===== config.mk =====
export PLATFORM = sky130hd
export DESIGN_NAME = chrow_renderer
export DESIGN_NICKNAME = d
export VERILOG_FILES = /design/src/rtl/chrow_renderer_pkg.sv /design/src/rtl/chrow_renderer_glyph_shifter.sv /design/src/rtl/chrow_renderer.sv
export SDC_FILE = /design/constraint.sdc
export NUM_CORES = 1
export LEC_CHECK = 0
export ABC_AREA = 1
export CELL_PAD_IN_SITES_DETAIL_PLACEMENT = 1
export CELL_PAD_IN_SITES_GLOBAL_PLACEMENT = 1
export CORE_ASPECT_RATIO = 1.75
export CORE_UTILIZATION = 40
export CTS_BUF_LIST = sky130_fd_sc_hd__clkbuf_4 sky130_fd_sc_hd__clkbuf_8
export DETAILED_ROUTE_END_ITERATION = 8
export PLACE_DENSITY = 0.81
export SKIP_LAST_GASP = 1
export SYNTH_ARGS = -nofsm -noshare
export SYNTH_HDL_FRONTEND = slang
export SYNTH_HIERARCHICAL = 1
export SYNTH_SLANG_ARGS = --single-unit

===== constraint.sdc =====
create_clock -name clk -period 2.1 [get_ports clk]
set_clock_uncertainty 0.1 [all_clocks]
set_input_delay 0.21 -clock clk [delete_from_list [all_inputs] [get_ports clk]]
set_output_delay 0.21 -clock clk [all_outputs]
set_load 0.01 [all_outputs]

===== src/rtl/chrow_renderer_pkg.sv =====
// Shared definitions for the character-row renderer: attr/code field ranges,
// strobe levels, default geometry and the FSM state type.
package chrow_renderer_pkg;

    localparam int DEF_NUM_COLS = 100;
    localparam int DEF_CHAR_W   = 8;
    localparam int DEF_CHAR_H   = 16;
    localparam int DEF_PB_AW    = 10;

    localparam logic STROBE_ON  = 1'b0;
    localparam logic STROBE_OFF = 1'b1;

    localparam int ATTR_MSB = 15;
    localparam int ATTR_LSB = 8;
    localparam int CODE_MSB = 7;
    localparam int CODE_LSB = 0;
    localparam int FG_MSB   = 3;
    localparam int FG_LSB   = 0;
    localparam int BG_MSB   = 7;
    localparam int BG_LSB   = 4;

    typedef enum logic [1:0] {
        ST_IDLE,
        ST_PRIME,
        ST_EMIT
    } state_t;

    function automatic logic [3:0] pixel_colour(input logic [7:0] attr, input logic bit_on);
        return bit_on ? attr[FG_MSB:FG_LSB] : attr[BG_MSB:BG_LSB];
    endfunction

endpackage


===== src/rtl/chrow_renderer_glyph_shifter.sv =====
// Per-character pixel shifter: loads {attr, glyph} and presents one colour
// index per cycle, MSB-first, flagging the last pixel of the glyph.
module glyph_shifter
    import chrow_renderer_pkg::*;
#(
    parameter int CHAR_W = DEF_CHAR_W
) (
    input  logic       clk,
    input  logic       rst,
    input  logic       load,
    input  logic [7:0] attr,
    input  logic [7:0] glyph,
    output logic [3:0] colour,
    output logic       last_px
);

    localparam logic [3:0] LAST_IDX = 4'(CHAR_W - 1);

    logic [7:0] bits;
    logic [7:0] attr_q;
    logic [3:0] px;

    // The first pixel is produced straight from the load inputs so the
    // colour register is valid on the same edge the glyph arrives.
    always_ff @(posedge clk) begin
        if (rst) begin
            bits    <= '0;
            attr_q  <= '0;
            px      <= '0;
            colour  <= '0;
            last_px <= 1'b1;
        end else if (load) begin
            colour  <= pixel_colour(attr, glyph[7]);
            bits    <= {glyph[6:0], 1'b0};
            attr_q  <= attr;
            px      <= '0;
            last_px <= 1'b0;
        end else if (!last_px) begin
            colour  <= pixel_colour(attr_q, bits[7]);
            bits    <= {bits[6:0], 1'b0};
            px      <= px + 4'd1;
            last_px <= ((px + 4'd1) == LAST_IDX);
        end
    end

endmodule


===== src/rtl/chrow_renderer.sv =====
// Character row renderer: fetches attr/code per column, looks up the glyph
// scanline and streams one colour index per cycle into the pixel buffer.
module chrow_renderer
    import chrow_renderer_pkg::*;
#(
    parameter int NUM_COLS = DEF_NUM_COLS,
    parameter int CHAR_W   = DEF_CHAR_W,
    parameter int CHAR_H   = DEF_CHAR_H,
    parameter int PB_AW    = DEF_PB_AW
) (
    input  logic             clk,
    input  logic             rst,
    input  logic             start,
    input  logic [3:0]       scanline,
    output logic             busy,
    output logic             done,
    output logic             cr_rd,
    output logic [7:0]       cr_rd_addr,
    input  logic [15:0]      cr_rd_data,
    output logic             font_rd,
    output logic [11:0]      font_rd_addr,
    input  logic [7:0]       font_rd_data,
    output logic             pb_wr,
    output logic [PB_AW-1:0] pb_wr_addr,
    output logic [3:0]       pb_wr_data
);

    localparam logic [8:0] COLS       = 9'(NUM_COLS);
    localparam logic [7:0] LAST_COL   = 8'(NUM_COLS - 1);
    localparam logic [3:0] GAP_RELOAD = 4'(CHAR_W - 1);
    localparam logic [3:0] SL_MASK    = 4'(CHAR_H - 1);

    state_t     state;
    logic [3:0] scan_q;
    logic [8:0] fcol;
    logic [3:0] gap;
    logic       fetch_p1;
    logic       fetch_p2;
    logic       fetch_p3;
    logic       glyph_load;
    logic [7:0] attr_q;
    logic [7:0] emit_col;
    logic       last_px;

    glyph_shifter #(
        .CHAR_W (CHAR_W)
    ) u_shifter (
        .clk     (clk),
        .rst     (rst),
        .load    (glyph_load),
        .attr    (attr_q),
        .glyph   (font_rd_data),
        .colour  (pb_wr_data),
        .last_px (last_px)
    );

    // Column reads are issued every CHAR_W cycles; the fixed four-stage
    // fetch pipeline (read, data, font read, glyph) then lands each glyph
    // exactly on the cycle after the previous character's last pixel.
    always_ff @(posedge clk) begin
        if (rst) begin
            state        <= ST_IDLE;
            busy         <= 1'b0;
            done         <= 1'b0;
            cr_rd        <= STROBE_OFF;
            cr_rd_addr   <= '0;
            font_rd      <= STROBE_OFF;
            font_rd_addr <= '0;
            pb_wr        <= STROBE_OFF;
            pb_wr_addr   <= '0;
            scan_q       <= '0;
            fcol         <= '0;
            gap          <= '0;
            fetch_p1     <= 1'b0;
            fetch_p2     <= 1'b0;
            fetch_p3     <= 1'b0;
            glyph_load   <= 1'b0;
            attr_q       <= '0;
            emit_col     <= '0;
        end else begin
            done       <= 1'b0;
            cr_rd      <= STROBE_OFF;
            font_rd    <= STROBE_OFF;
            fetch_p1   <= 1'b0;
            fetch_p2   <= fetch_p1;
            fetch_p3   <= fetch_p2;
            glyph_load <= fetch_p3;

            if (fetch_p2) begin
                font_rd      <= STROBE_ON;
                font_rd_addr <= {cr_rd_data[CODE_MSB:CODE_LSB], scan_q};
                attr_q       <= cr_rd_data[ATTR_MSB:ATTR_LSB];
            end

            case (state)
                ST_IDLE: begin
                    if (start) begin
                        state      <= ST_PRIME;
                        busy       <= 1'b1;
                        scan_q     <= scanline & SL_MASK;
                        cr_rd      <= STROBE_ON;
                        cr_rd_addr <= '0;
                        fcol       <= 9'd1;
                        gap        <= GAP_RELOAD;
                        fetch_p1   <= 1'b1;
                    end
                end

                ST_PRIME, ST_EMIT: begin
                    if (gap != 4'd0) begin
                        gap <= gap - 4'd1;
                    end else if (fcol < COLS) begin
                        cr_rd      <= STROBE_ON;
                        cr_rd_addr <= fcol[7:0];
                        fcol       <= fcol + 9'd1;
                        gap        <= GAP_RELOAD;
                        fetch_p1   <= 1'b1;
                    end

                    if (state == ST_PRIME) begin
                        if (glyph_load) begin
                            state      <= ST_EMIT;
                            pb_wr      <= STROBE_ON;
                            pb_wr_addr <= '0;
                            emit_col   <= '0;
                        end
                    end else if (glyph_load) begin
                        emit_col   <= emit_col + 8'd1;
                        pb_wr_addr <= pb_wr_addr + PB_AW'(1);
                    end else if (last_px && emit_col == LAST_COL) begin
                        state <= ST_IDLE;
                        busy  <= 1'b0;
                        done  <= 1'b1;
                        pb_wr <= STROBE_OFF;
                    end else begin
                        pb_wr_addr <= pb_wr_addr + PB_AW'(1);
                    end
                end

                default: state <= ST_IDLE;
            endcase
        end
    end

endmodule

==> reports/results.ini <==
[run_status]
outcome=finished, final reports clean

[logic_synthesis]
syn_inst=663
ys_async_sr_fraction=0
yosys.area.top_type_share=0.428
synthesis.area_sq_mm=0.00458
synth_edf_count=0
yosysSeqAreaShare=0.428
avgSynthCellArea_sq_um=6.91
syn_nets=704
yosysWarnings=6
synthFlopType=dfxtp_1
ys_seq_elements=98
yosysMostFrequentCell=nand2_1
yosysTopAreaCell=dfxtp_1
synth_cell_type_count=32
synthTopCellsByArea=dfxtp_1 (43%), nand2_1 (15%), nand3_1 (8.6%), inv_1 (6.7%), nor2_1 (6.0%)
synth_common_cells=nand2_1 (180), dfxtp_1 (98), inv_1 (82), nand3_1 (79), nor2_1 (73)

[critical_path]
path_max_fanout=11
path_class=reg2reg
cp_data_arrival_time_ns=2.18
critPathCaptureType=flip-flop
cp.required_ns=2.30
setup.worst_path.start_class=flip-flop

[global_routing]
antenna_found_initial=0
gr-total-overflow=0
globalRouteTotalUtil=0.222
grt_pass1_wl_microns=21400
grt_pass1_vias=4725
grt_max_degree=40

[floorplan]
core_sq_mm=0.0112
rows=51
io_pins=70
die_w_microns=82.9
die_h_microns=144
start_util=0.410
die-area_sq_mm=0.0119

[run]
max_cap_violations=0

[placed_design]
post-dp-hpwl_microns=9620
pre_cts_ws_ns=0.0642
portBuffers=69
routabilityCongestion=0.836

[power_and_ir_drop]
p_seq_frac=0.375
p_comb_frac=0.392
irDropWorstVdd_mv=0.573
p_per_area_mw_per_mm2=1080
switchingPower_mw=2.40
leakage_nw=2.44
pwr-share-clk=0.234
p_int_mw=3.70
swShare=0.393

[clocking]
clk_pin_slew_ns=0.10
clock_latency_ns=0.38
htree_levels=3
numCtsBuffers=9
clockBufferDepth=2
clock-sinks=98
cts_root_buffer=clkbuf_8
cts_tree=built
cts_setup_buffers=0

[timing]
fin_ws_ns=0.124
rsz0062_at_grt=false
final-setup-viol-count=0
fin_tns_setup_ns=0
min_period_ns=1.98
hold_viol_final=0
tightest_slew_ns=0.401
slew_headroom=0.732
slew_violations=0
fmax_mhz=506
min_period_over_period=0.941

[hold_path]
hold_class=in2reg

[final_layout]
num-fill-cells=1455
n_antenna_cell=0
nets=773
syn_to_final_growth_pct=23.6
drive_gt1_frac=0.0801

[drt]
drt-wirelength-per-cell_microns=14.6
ant_nets=0
vias=4450
dr.pass1.iters=6
drt_iter0_drc=139
drc=0
viasPerCell=5.12
wl_microns=12700

==> routing by layer <==
metal	track usage	routed length [microns]	vias to the layer above
li1	-	-	2219
met1	0.224	4910	2127
met2	0.439	7100	73
met3	0.0316	274	31
met4	0.110	377	0
met5	0	0	-
==> registers in the layout, summed over array words and instances, names as in the netlist, 2 cells and up <==
name	cells
scan_q	4
fcol	9
u_shifter/attr_q	8
u_shifter/colour	4
cr_rd_addr	8
gap	4
u_shifter/bits	7
attr_q	8
font_rd_addr	12
pb_wr_addr	10
u_shifter/px	4
state	2
emit_col	8
==> final cells by class <==
type	count	area, sq um	share of cell area
inverters	89	337	0.0594
multi-input cells	452	2160	0.382
repair buffers	82	805	0.142
clock inverters	4	73.8	0.0130
flip-flops and latches	98	1960	0.346
well taps	132	165	0.0292
clock buffers	12	159	0.0280
==> final timing paths <==
kind                                     from          endpoint  slack (ns)  cells past startpoint
worst max register to register       state[0]            gap[2]        0.12                      9
worst min register to register       fetch_p3        glyph_load        0.31                      2
worst max-delay path                 state[0]            gap[2]        0.12                      9
worst min-delay path            cr_rd_data[6]  font_rd_addr[10]        0.27                      3
==> worst max-delay path, stage by stage (launching register included) <==
cell and delay (ns):
dfxtp_1 0.39, inv_1 0.10, ha_2 0.39, buf_6 0.17
inv_1 0.07, nor2_2 0.14, inv_1 0.08, o21ai_2 0.20
nand2_1 0.08, a21oi_1 0.19
==> kinds of logic (layout without fill, tap and decap cells) <==
| kind of cell | Yosys count | in the layout | share of synthesized area |
|---|---|---|---|
| AOI/OAI and AO/OA | 70 | 70 | 0.0836 |
| xor gates and xnor gates | 6 | 6 | 0.0115 |
| adders and majority gates | 10 | 10 | 0.0273 |
| buffers and inverters | 113 | 187 | 0.103 |
| DFF | 98 | 98 | 0.428 |
| and+or+nand+nor | 366 | 366 | 0.347 |
==> cells in the final DEF (no fill, tap or decap), drive strengths merged <==
master,netlist,final
nand2,186,186
a211oi,2,2
xnor2,4,4
bufinv,0,2
inv,89,89
nor3,6,6
dfxtp,98,98
buf,14,13
nand3,81,81
o21ai,30,30
clkdlybuf4s50,0,69
a21oi,34,34
a21boi,1,1
a22oi,1,1
ha,10,10
a221oi,1,1
nor2,81,81
or2,2,2
nor3b,1,1
nand4,9,9
clkbuf,10,12
a311oi,1,1
clkinv,0,2
xor2,2,2
==> per-stage QoR <==
stage / hold WS (ns) / util / cells / power [mW] / cell area, sq um
2_1_floorplan: 0.179 / - / 663 / 3.96 / 4580
3_3_place_gp: 0.300 / 0.485 / 853 / 4.52 / 5410
3_5_place_dp: 0.302 / 0.485 / 853 / 4.66 / 5410
4_1_cts: 0.261 / 0.506 / 869 / 6.10 / 5650
5_1_grt: 0.279 / 0.507 / 869 / 6.55 / 5670
6_report: 0.267 / 0.507 / 869 / 6.11 / 5670
==> power groups by stage <==
stage               registers (mW)  clock network, mW  logic, mW
finish                        2.29               1.43       2.39
global route                  2.32               1.54       2.69
CTS                           2.29               1.46       2.35
detailed placement            2.33                  0       2.33
global placement              2.31                  0       2.21
floorplan                     2.33                  0       1.63
==> timing repair <==
item | 4_1_cts | 5_1_grt
setup endpoints to repair | 0 | 8
hold buffers | 0 | 0
gates resized for setup | 0 | 4
Note: power is estimated with default switching activity, not from simulation.
==> edit, RTL diff (same flow settings) <==
The 3 states of `state_t` get a one-hot encoding in 3 bits.
--- a/src/rtl/chrow_renderer_pkg.sv
+++ b/src/rtl/chrow_renderer_pkg.sv
@@ -20,8 +20,8 @@
     localparam int BG_LSB   = 4;
 
-    typedef enum logic [1:0] {
-        ST_IDLE,
-        ST_PRIME,
-        ST_EMIT
+    typedef enum logic [2:0] {
+        ST_IDLE  = 3'b001,
+        ST_PRIME = 3'b010,
+        ST_EMIT  = 3'b100
     } state_t;
 
Check against the original RTL: same outputs for any inputs over 10 cycles, from zero or initial values and one cycle with rst high; not proved beyond that.
==> edit against the unedited design <==
Routed wire length shrank 5.1%. Critical endpoint is now cr_rd_addr[3]. Via count shrank 4.2%. Final area shrank 3.6%. Synthesized area shrank 2.0%. Setup slack gained 200 ps. Critical path depth grew 1. First-iteration DRC count shrank 2.2%. Sequential cell count grew 1.
Power is not compared: it rests on default switching activity, and its combinational part moved more than twofold at a synthesized area within 25%.
==> edit: results (changes against the unedited design) <==
[detailed_routing] final routed wire length divided by cell count 14.4 um [was 14.6 um]
[placed_design] placed standard-cell area 5280 um^2 [was 5410 um^2]
[placed_design] Placer Congestion 0.836 [about the same]
[critical_path] critical-path maximum fanout 17 [was 11]
[timing] worst hold slack 281 ps [was 267 ps]
[finish] Logic inverters 81 [was 89]
[detailed_routing] drt pass-1 iters 4 [was 6]
[finish] Plain + repair buffers 78 [was 82]
[critical_path] critical path startpoint gap[0] [was state[0]]
[yosys] synthesized area per cell 7.10 um^2 [was 6.91 um^2]
[grt] met2 usage in global routing 0.419 [was 0.439]
[grt] grt met3 use 0.0333 [was 0.0316]
[min_path] Hold Crit Start cr_rd_data[13] [was cr_rd_data[6]]
[grt] met1 Use GR 0.224 [about the same]
[die] core area 10800 um^2 [was 11200 um^2]
[finish] multi-input gates 429 [was 452]
[finish] Clock buffers and inverters, area share 0.0332 [was 0.0411]
[finish] non-clock buffer area fraction after layout 0.139 [was 0.142]
[detailed_routing] amount of wire on met2 after detailed routing 6710 um [was 7100 um]
[critical_path] data arrival time of the critical path 1990 ps [was 2180 ps]
[yosys] synth top area cells dfxtp_1 (44%), nand2_1 (15%), nand3_1 (8.9%), inv_1 (5.9%), nor2_1 (5.0%) [was dfxtp_1 (43%), nand2_1 (15%), nand3_1 (8.6%), inv_1 (6.7%), nor2_1 (6.0%)]
[yosys] sequential fraction of the synthesis area 0.442 [was 0.428]
[yosys] distinct cell type count of the synthesized netlist 39 [was 32]
[grt] wire length of the first global-routing pass 19800 um [was 21400 um]
[detailed_routing] Iter 0 DRT Violations 136 [was 139]
[detailed_routing] vias per std cell 5.13 [was 5.12]
[finish] final-stage net count 735 [was 773]
[finish] multi-input logic area 2070 um^2 [was 2160 um^2]
[status] outcome completed [unchanged]
[grt] number of global-route vias before repair 4454 [was 4725]
[grt] overall routing resource usage 0.220 [was 0.222]
[finish] fillers 1429 [was 1455]
[critical_path] number of cells traversed by the worst register-to-register path 10 [was 9]
[critical_path] reg-to-reg slack, setup 330 ps [was 120 ps]
[yosys] net count after synthesis 669 [was 704]
[detailed_routing] met1 WL 4740 um [was 4910 um]
[min_path] worst-case hold path end point attr_q[5] [was font_rd_addr[10]]
[critical_path] critical path's largest stage delay 320 ps [was 390 ps]
[finish] Seq/total area 0.363 [was 0.346]
[grt] maximum number of pins on one net before global-route repair 35 [was 40]
[placed_design] post-placement worst setup slack 324 ps [was 64.2 ps]
[finish] fraction of layout cells with a size suffix above 1 0.0755 [was 0.0801]
[finish] num sequential 99 [was 98]
[finish] Layout Cell Area excl Fill 5460 um^2 [was 5670 um^2]
-- edit: cell types whose count changed after synthesis, moves of 3 or more --
cell	change
ha_1	-4
inv_1	-11
nand2_4	-3
nand2_8	+3
nand4_1	-5
nor2_1	-13
nor2_2	-5
o21ai_1	-4
xnor2_1	-3
-- edit: logic make-up after synthesis --
group	synth area share
xor gates and xnor gates	0.00781
adders and majority gates	0.0167
buffers and inverters	0.0973
AOI/OAI and AO/OA	0.0845
and+or+nand+nor	0.352
DFF	0.442
-- edit: critical path, delay by kind of cell (launching register included) --
family	cells	cell delay, ps
buffers and inverters	1	110
flip-flops	1	320
adder cells (fa/ha/maj)	1	200
AND/OR/NAND/NOR	8	990
-- edit: worst max-delay path by stage --
stage | end | slack, ps | cells after the start
after floorplan | fcol[4] | 570 | 10
after global placement | cr_rd_addr[2] | 450 | 10
after detailed placement | cr_rd_addr[3] | 320 | 10
after CTS | cr_rd_addr[3] | 300 | 10
after global routing | cr_rd_addr[4] | 130 | 10
final | cr_rd_addr[3] | 330 | 10
